`src/rtl/pkg_uart.sv`:
```
// Shared definitions for the UART peripheral: FSM state encodings,
// register offsets inside the UART window and CTRL bit positions.
package pkg_uart;

  typedef enum logic [1:0] {
    TX_IDLE  = 2'd0,
    TX_START = 2'd1,
    TX_DATA  = 2'd2,
    TX_STOP  = 2'd3
  } tx_state_t;

  typedef enum logic [1:0] {
    RX_IDLE  = 2'd0,
    RX_START = 2'd1,
    RX_DATA  = 2'd2,
    RX_STOP  = 2'd3
  } rx_state_t;

  // Register offsets relative to the UART base (0x2020)
  localparam logic [31:0] OFFS_CTRL = 32'h0;
  localparam logic [31:0] OFFS_DATA = 32'h4;

  // Only this address bit distinguishes CTRL from DATA
  localparam int ADDR_SEL_BIT = 2;

  // CTRL bit positions
  localparam int CTRL_SEND_BIT   = 0;
  localparam int CTRL_NEW_RX_BIT = 1;

endpackage

```
`src/rtl/module_uart_rx.sv`:
```
// UART receiver: two-flop synchronizer, mid-bit sampling FSM and shift
// register. byte_vld is a one-cycle strobe on the edge the stop bit is
// sampled high; byte_data is valid while byte_vld is high.
module module_uart_rx
  import pkg_uart::*;
#(
  parameter int CLKS_PER_BIT = 868
) (
  input  logic       clk,
  input  logic       rst,
  input  logic       rx,
  output logic [7:0] byte_data,
  output logic       byte_vld
);

  localparam logic [15:0] LAST = 16'(CLKS_PER_BIT - 1);
  localparam logic [15:0] HALF = 16'(CLKS_PER_BIT / 2 - 1);

  logic       rx_p0;
  logic       rx_p1;
  rx_state_t  state;
  logic [15:0] cnt;
  logic [2:0] idx;
  logic [7:0] shreg;

  // Two-flop synchronizer for the asynchronous line; resets to idle level
  always_ff @(posedge clk) begin
    if (rst) begin
      rx_p0 <= 1'b1;
      rx_p1 <= 1'b1;
    end else begin
      rx_p0 <= rx;
      rx_p1 <= rx_p0;
    end
  end

  // Receive FSM: half-bit start qualification, then one sample per bit period
  always_ff @(posedge clk) begin
    if (rst) begin
      state <= RX_IDLE;
      cnt   <= 16'd0;
      idx   <= 3'd0;
      shreg <= 8'd0;
    end else begin
      case (state)
        RX_IDLE: begin
          cnt <= 16'd0;
          idx <= 3'd0;
          if (!rx_p1) state <= RX_START;
        end
        RX_START: begin
          if (cnt == HALF) begin
            cnt   <= 16'd0;
            // A high level at mid start bit is a glitch: drop it silently
            state <= rx_p1 ? RX_IDLE : RX_DATA;
          end else begin
            cnt <= cnt + 16'd1;
          end
        end
        RX_DATA: begin
          if (cnt == LAST) begin
            cnt   <= 16'd0;
            shreg <= {rx_p1, shreg[7:1]};
            if (idx == 3'd7) state <= RX_STOP;
            else             idx   <= idx + 3'd1;
          end else begin
            cnt <= cnt + 16'd1;
          end
        end
        RX_STOP: begin
          if (cnt == LAST) begin
            cnt   <= 16'd0;
            state <= RX_IDLE;
          end else begin
            cnt <= cnt + 16'd1;
          end
        end
        default: state <= RX_IDLE;
      endcase
    end
  end

  // A low stop sample is a framing error: no strobe, byte discarded
  assign byte_vld  = (state == RX_STOP) && (cnt == LAST) && rx_p1;
  assign byte_data = shreg;

endmodule

```
`src/rtl/module_uart_periferico.sv`:
```
// Memory-mapped UART peripheral: CTRL/DATA register file, transmit FSM
// and an instance of the receiver. Reads are combinational on addr_i[2].
module module_uart_periferico
  import pkg_uart::*;
#(
  parameter int CLKS_PER_BIT = 868
) (
  input  logic        clk_i,
  input  logic        rst_i,
  input  logic        we_i,
  input  logic [31:0] addr_i,
  input  logic [31:0] di_i,
  output logic [31:0] do_o,
  input  logic        rx_i,
  output logic        tx_o
);

  localparam logic [15:0] LAST = 16'(CLKS_PER_BIT - 1);

  logic        send;
  logic        new_rx;
  logic [7:0]  tx_data;
  logic [7:0]  rx_data;
  tx_state_t   tx_state;
  logic [15:0] tx_cnt;
  logic [2:0]  tx_idx;
  logic [7:0]  tx_shreg;
  logic        sel_data;
  logic        wr_ctrl;
  logic        wr_data;
  logic [7:0]  rx_byte;
  logic        rx_vld;
  logic        unused_bus;

  assign sel_data = (addr_i[ADDR_SEL_BIT] == OFFS_DATA[ADDR_SEL_BIT]);
  assign wr_ctrl  = we_i && !sel_data;
  assign wr_data  = we_i && sel_data;

  // Address and data bits outside the decoded fields are don't-care
  assign unused_bus = ^{addr_i[31:3], addr_i[1:0], di_i[31:8]};

  module_uart_rx #(
    .CLKS_PER_BIT(CLKS_PER_BIT)
  ) u_rx (
    .clk      (clk_i),
    .rst      (rst_i),
    .rx       (rx_i),
    .byte_data(rx_byte),
    .byte_vld (rx_vld)
  );

  // Register file: TX holding register, received byte and new_rx flag
  always_ff @(posedge clk_i) begin
    if (rst_i) begin
      tx_data <= 8'd0;
      rx_data <= 8'd0;
      new_rx  <= 1'b0;
    end else begin
      if (wr_data) tx_data <= di_i[7:0];
      if (rx_vld)  rx_data <= rx_byte;
      // Hardware set takes priority over a software clear on the same edge
      if (rx_vld)
        new_rx <= 1'b1;
      else if (wr_ctrl && !di_i[CTRL_NEW_RX_BIT])
        new_rx <= 1'b0;
    end
  end

  // Transmit FSM with registered tx_o; owns the send flag
  always_ff @(posedge clk_i) begin
    if (rst_i) begin
      tx_state <= TX_IDLE;
      send     <= 1'b0;
      tx_o     <= 1'b1;
      tx_cnt   <= 16'd0;
      tx_idx   <= 3'd0;
      tx_shreg <= 8'd0;
    end else begin
      case (tx_state)
        TX_IDLE: begin
          tx_o   <= 1'b1;
          tx_cnt <= 16'd0;
          tx_idx <= 3'd0;
          if (wr_ctrl && di_i[CTRL_SEND_BIT]) send <= 1'b1;
          if (send) begin
            tx_state <= TX_START;
            tx_shreg <= tx_data;
            tx_o     <= 1'b0;
          end
        end
        TX_START: begin
          if (tx_cnt == LAST) begin
            tx_cnt   <= 16'd0;
            tx_state <= TX_DATA;
            tx_o     <= tx_shreg[0];
          end else begin
            tx_cnt <= tx_cnt + 16'd1;
          end
        end
        TX_DATA: begin
          if (tx_cnt == LAST) begin
            tx_cnt <= 16'd0;
            if (tx_idx == 3'd7) begin
              tx_state <= TX_STOP;
              tx_o     <= 1'b1;
            end else begin
              tx_idx   <= tx_idx + 3'd1;
              tx_shreg <= {1'b0, tx_shreg[7:1]};
              tx_o     <= tx_shreg[1];
            end
          end else begin
            tx_cnt <= tx_cnt + 16'd1;
          end
        end
        TX_STOP: begin
          if (tx_cnt == LAST) begin
            tx_cnt   <= 16'd0;
            tx_state <= TX_IDLE;
            send     <= 1'b0;
          end else begin
            tx_cnt <= tx_cnt + 16'd1;
          end
        end
        default: tx_state <= TX_IDLE;
      endcase
    end
  end

  // Zero-latency read mux
  always_comb begin
    do_o = 32'd0;
    if (sel_data) do_o = {24'd0, rx_data};
    else          do_o = {30'd0, new_rx, send};
  end

endmodule

```
`config.mk`:
```
export PLATFORM = sky130hd
export DESIGN_NAME = module_uart_periferico
export DESIGN_NICKNAME = d
export VERILOG_FILES = /design/src/rtl/pkg_uart.sv /design/src/rtl/module_uart_rx.sv /design/src/rtl/module_uart_periferico.sv
export SDC_FILE = /design/constraint.sdc
export NUM_CORES = 1
export LEC_CHECK = 0
export BUFFER_PORTS_ARGS = -buffer_cell sky130_fd_sc_hd__buf_4
export CORE_UTILIZATION = 45
export CTS_BUF_LIST = sky130_fd_sc_hd__clkbuf_8
export DETAILED_ROUTE_END_ITERATION = 12
export PLACE_DENSITY = 0.66
export SYNTH_ARGS = -nofsm -noshare
export SYNTH_HDL_FRONTEND = slang
export SYNTH_SLANG_ARGS = --single-unit
```
`constraint.sdc`:
```
create_clock -name clk_i -period 5.15 [get_ports clk_i]
set_clock_uncertainty 0.1 [all_clocks]
set_input_delay 1.03 -clock clk_i [delete_from_list [all_inputs] [get_ports clk_i]]
set_output_delay 1.03 -clock clk_i [all_outputs]
set_load 0.02 [all_outputs]
```
; ---- Yosys cells after proc, flatten, opt, wreduce, memory -nomap -nowiden
; Index checks and enable logic that the tools add are counted.
[totals]
reg_bits = 79
out_inout_bits = 33
inputBits = 68
[classes]
n_addsub = 4
n_reduce_logical = 25
mux = 39
eq_ne = 24
[ops]
columns = cell, n
row1 = two-way mux 16 bit, 3
row2 = case mux 16 bit (3 select lines), 1
row3 = "adder 16 x 1 -> 16 bit, second input constant", 2
row4 = "equality test 16 x 10 -> 1 bit, second input constant", 2
row5 = two-way mux 8 bit, 4
row6 = case mux 16 bit (2 select lines), 1
row7 = two-way mux 2 bit, 11
row8 = "!= test 2 bit, second input constant", 9
row9 = "equality test 16 x 9 -> 1 bit, second input constant", 1
row10 = case mux 2 bit (4 select lines), 2
row11 = case mux 8 bit (2 select lines), 1
row12 = two-way mux 3 bit, 4
row13 = case mux 3 bit (2 select lines), 2
row14 = AND reduction 3 bit, 4
row15 = AND reduction 5 bit, 2
row16 = "equality test 2 bit, second input constant", 4
row17 = two-way mux 1 bit, 8
row18 = "!= test 2 x 1 -> 1 bit, second input constant", 4
row19 = nonzero test 2 bit, 4
row20 = "adder 3 x 1 -> 3 bit, second input constant", 2
row21 = "equality test 3 bit, second input constant", 2
row22 = logical AND 1 bit, 6
row23 = "equality test 2 x 1 -> 1 bit, second input constant", 2
row24 = zero test 2 bit, 2
row25 = 8 further kinds, 9

; ---- Depth between registers and ports, before layout
[logic_depth]
ltp_word = 5
mapped_depth = 8

; ---- Modules after synthesis
; A second synthesis with hierarchy kept.
[unflattened]
hier_cells = 446
area_unflattened_um2 = 4052.6
[by_module_without_submodules]
columns = mod, cells_per_inst, area_each_um2, seq_area_each_um2, instances
row1 = module_uart_periferico, 286, 2560.0, 960.9, 1
row2 = module_uart_rx, 160, 1492.7, 620.6, 1

; ---- Least setup slack after synthesis
; Ideal clock, no wire load.
[synth_path]
path_kind = input to output
from = input addr_i[2]
to = output do_o[1]
arrival_time_ps = 1692
path_buffers = 1
path_stages = 2
slack_ps = 2328
path_cell_list = clkbuf_1 -> mux2_2
[synth_via]
elab_chain_cells = 1
[synth_lines]
columns = element, line_no
row1 = from (decl), module_uart_periferico.sv:11  ; input logic [31:0] addr_i,
row2 = two-way mux 8 bit, module_uart_periferico.sv:132  ; if (sel_data) do_o = {24'd0, rx_data};
row3 = to (decl), module_uart_periferico.sv:13  ; output logic [31:0] do_o,
; Every way passes these cells.

; ---- Worst setup path in the final report
; Ends and elaborated chain as after synthesis.

==> results by group <==
Status
  – Status: complete, no violations

Pwr
  – Comb pwr share: 0.211
  – Worst VDD drop: 0.000177 V
  – PwrDens: 360 mW/mm^2
  – P_sw: roughly 0.48 mW
  – Internal Power: 1.07 mW
  – Clock Power Share: 0.342
  – Reg power frac: 0.447
  – Sw Ratio: 0.311
  – Leakage: 1.59 nW

Clock tree
  – Clock buffer depth: 2
  – CTS Hold Bufs: 0
  – Clock sink total: 79
  – # resized after CTS: 0
  – CTS H-tree lvls: 3
  – Clk slew on worst S/H paths: 0.09 ns
  – CTS root buf: clkbuf_8
  – Post-CTS setup repair buffer count: 0
  – Total CTS buffers: 9
  – CTS tree: yes
  – Clock Latency Late Sink: 0.36 ns

Timing
  – Setup TNS: 0 ns
  – RSZ-0062 raised after global routing: false
  – Final period util: 0.556
  – Min Tclk post-route: 2.86 ns
  – Final setup violation count: 0
  – Slew headroom: 0.524
  – Slew Viols, Final: 0
  – Peak Freq: 349 MHz
  – Worst slew pin tran: 0.708 ns
  – Final Hold Viols: 0

Detailed routing
  – DRC: 0
  – Initial DRC count: between 70 and 80
  – Via Count: 3048
  – Post-DRT Antenna Nets: 0
  – Via-to-Cell Ratio: 5.34
  – Mean routed wirelength per cell: 13.0 um
  – Drt pass-1 iters: 4
  – Final wirelength: between 7 and 8 mm

Synthesis
  – Area share of the largest cell type after synthesis: 0.397
  – Synth Warn #: 0
  – Seq/Total Area, Yosys: 0.397
  – Cell area after synthesis: 0.00398 mm^2
  – Flops & latches, synth: 79
  – Synth area leaders: dfxtp_1, buf_4, mux2i_1, ha_1, nand2b_1
  – Gate Count Post-Synth: 451
  – Async SR Flop Fraction: 0
  – Ys flop type: dfxtp_1
  – Cell with the most instances after synthesis: dfxtp_1
  – Post-synth EDFFs: 0
  – Syn Area/Cell: 8.83 um^2
  – Top cell type by total area after synthesis: dfxtp_1
  – Most instantiated cells after synthesis: dfxtp_1, nor2_1, nand3_1, nand2_1, buf_4
  – Library cells used by synthesis: 54

Cells and area
  – Final net count: 541
  – N_diodes: 0
  – Fin area: 0.00429 mm^2
  – Ratio of cells with drive above 1 in the final layout: 0.109
  – Layout Area Growth over Synthesis: 7.86%

Setup path
  – Worst-path cell chain: buf_4, mux2_2, buf_4
  – CP max stage cell: mux2_2
  – Most Frequent Cell on Critical Path: buf_4
  – Slowest cell delay on critical path: 0.35 ns
  – CP startpoint kind: primary input
  – Max Fanout on Critical Path: 20
  – WP data required: roughly 4.0 ns
  – Critical Path Sink Type: output pin
  – CP Class: in2out
  – Critical Path AT: 1.73 ns

Global routing
  – GRT Total Usage: 0.176
  – Initial antenna violation count: 0
  – Vias in the first global route: 2807
  – Wire length of the first global-routing pass: 12.7 mm
  – Grt ovf: 0
  – Largest net degree at the start of global routing: 52

Floorplanning
  – DIE AREA: approximately 0.009 mm^2
  – Die width: around 96 um
  – IO Pins: around 100
  – CORE AREA: 0.00838 mm^2
  – Y dimension of the die: roughly 96 um
  – Cell Rows: 33
  – Initial Utilization: 0.475

Job
  – Max-Cap Viols: 0

Worst hold path
  – Hold Crit Class: reg2reg

Placement
  – Final RePlAce weighted congestion: 0.787
  – Final HPWL DP: 5.10 mm
  – PortBufs: 21
  – Placed Area: 0.00407 mm^2
## worst max-delay path: cells and delay by family
family / cells / cell delay, ns
muxes: 1 / 0.35
buffers and inverters: 2 / 0.34
## power by group through the flow
stage               sequential, mW  combinational (mW)  clock [mW]
detailed placement           0.705               0.330           0
floorplan                    0.699               0.273           0
global placement             0.706               0.315           0
global route                 0.700               0.368       0.566
CTS                          0.691               0.331       0.541
finish                       0.691               0.326       0.528
## layer usage
| metal | share of wire | routed length, um | GRT usage |
|---|---|---|---|
| met5 | 0 | 0 | 0 |
| met4 | 0.016 | 115 | 0.0684 |
| met3 | 0.027 | 200 | 0.0411 |
| met2 | 0.46 | 3440 | 0.291 |
| met1 | 0.49 | 3650 | 0.221 |
## final cells by class
class	count	area [um^2]
clock buffer	9	124
clock inverter	7	104
fill	822	4090
inverter	19	71.3
multi-input combinational	331	2120
sequential	79	1580
tap	105	131
timing repair buffer	21	158
## kinds of logic (layout without fill, tap and decap cells)
family | after synthesis | after routing | synth area share
AND/OR/NAND/NOR | 185 | 185 | 0.257
flip-flops | 79 | 79 | 0.397
AO/OA/AOI/OAI | 64 | 64 | 0.108
buffers and inverters | 64 | 56 | 0.0908
XOR/XNOR | 26 | 26 | 0.0572
multiplexers | 20 | 20 | 0.0506
adder cells (fa/ha/maj) | 12 | 12 | 0.0377
other | 1 | 24 | 0.000942
## layout by cell type, fill, tap and decap left out, types with 8 or more instances in the layout
cell	n
inv_1	19
clkbuf_8	9
buf_4	21
mux2i_1	19
xnor2_1	16
nor4_1	11
dfxtp_1	79
a21oi_1	17
nor2b_1	8
nand2b_1	23
nand4_1	12
ha_1	12
nor2_1	34
nand3_1	28
nand2_1	27
conb_1	24
xor2_1	10
## sequential cells by signal, indices dropped and copies added (netlist names), 2 cells and up, named ones only
signal / flops
rx_data: 8
tx_cnt: 16
tx_data: 8
tx_idx: 3
tx_shreg: 8
tx_state: 2
u_rx.byte_data: 8
u_rx.cnt: 16
u_rx.idx: 3
## through the flow
stage           util  instances  setup slack [ns]  power [mW]  hold slack (ns)
2_1_floorplan      -        474              2.33       0.972            0.289
3_3_place_gp   0.485        555              2.28        1.02            0.332
3_5_place_dp   0.485        555              2.28        1.03            0.327
4_1_cts        0.512        571              2.28        1.56            0.351
5_1_grt        0.512        571              2.26        1.63            0.357
6_report       0.512        571              2.29        1.55            0.347
## worst paths after layout
kind,startpoint,to,slack [ns],cells past startpoint
setup / recovery,addr_i[2],do_o[1],2.29,3
hold / removal,u_rx.rx_p0,u_rx.rx_p1,0.35,1
setup reg to reg,u_rx.cnt[0],rx_data[6],2.54,5
hold reg to reg,u_rx.rx_p0,u_rx.rx_p1,0.35,1
(Power assumes the default switching activity.)
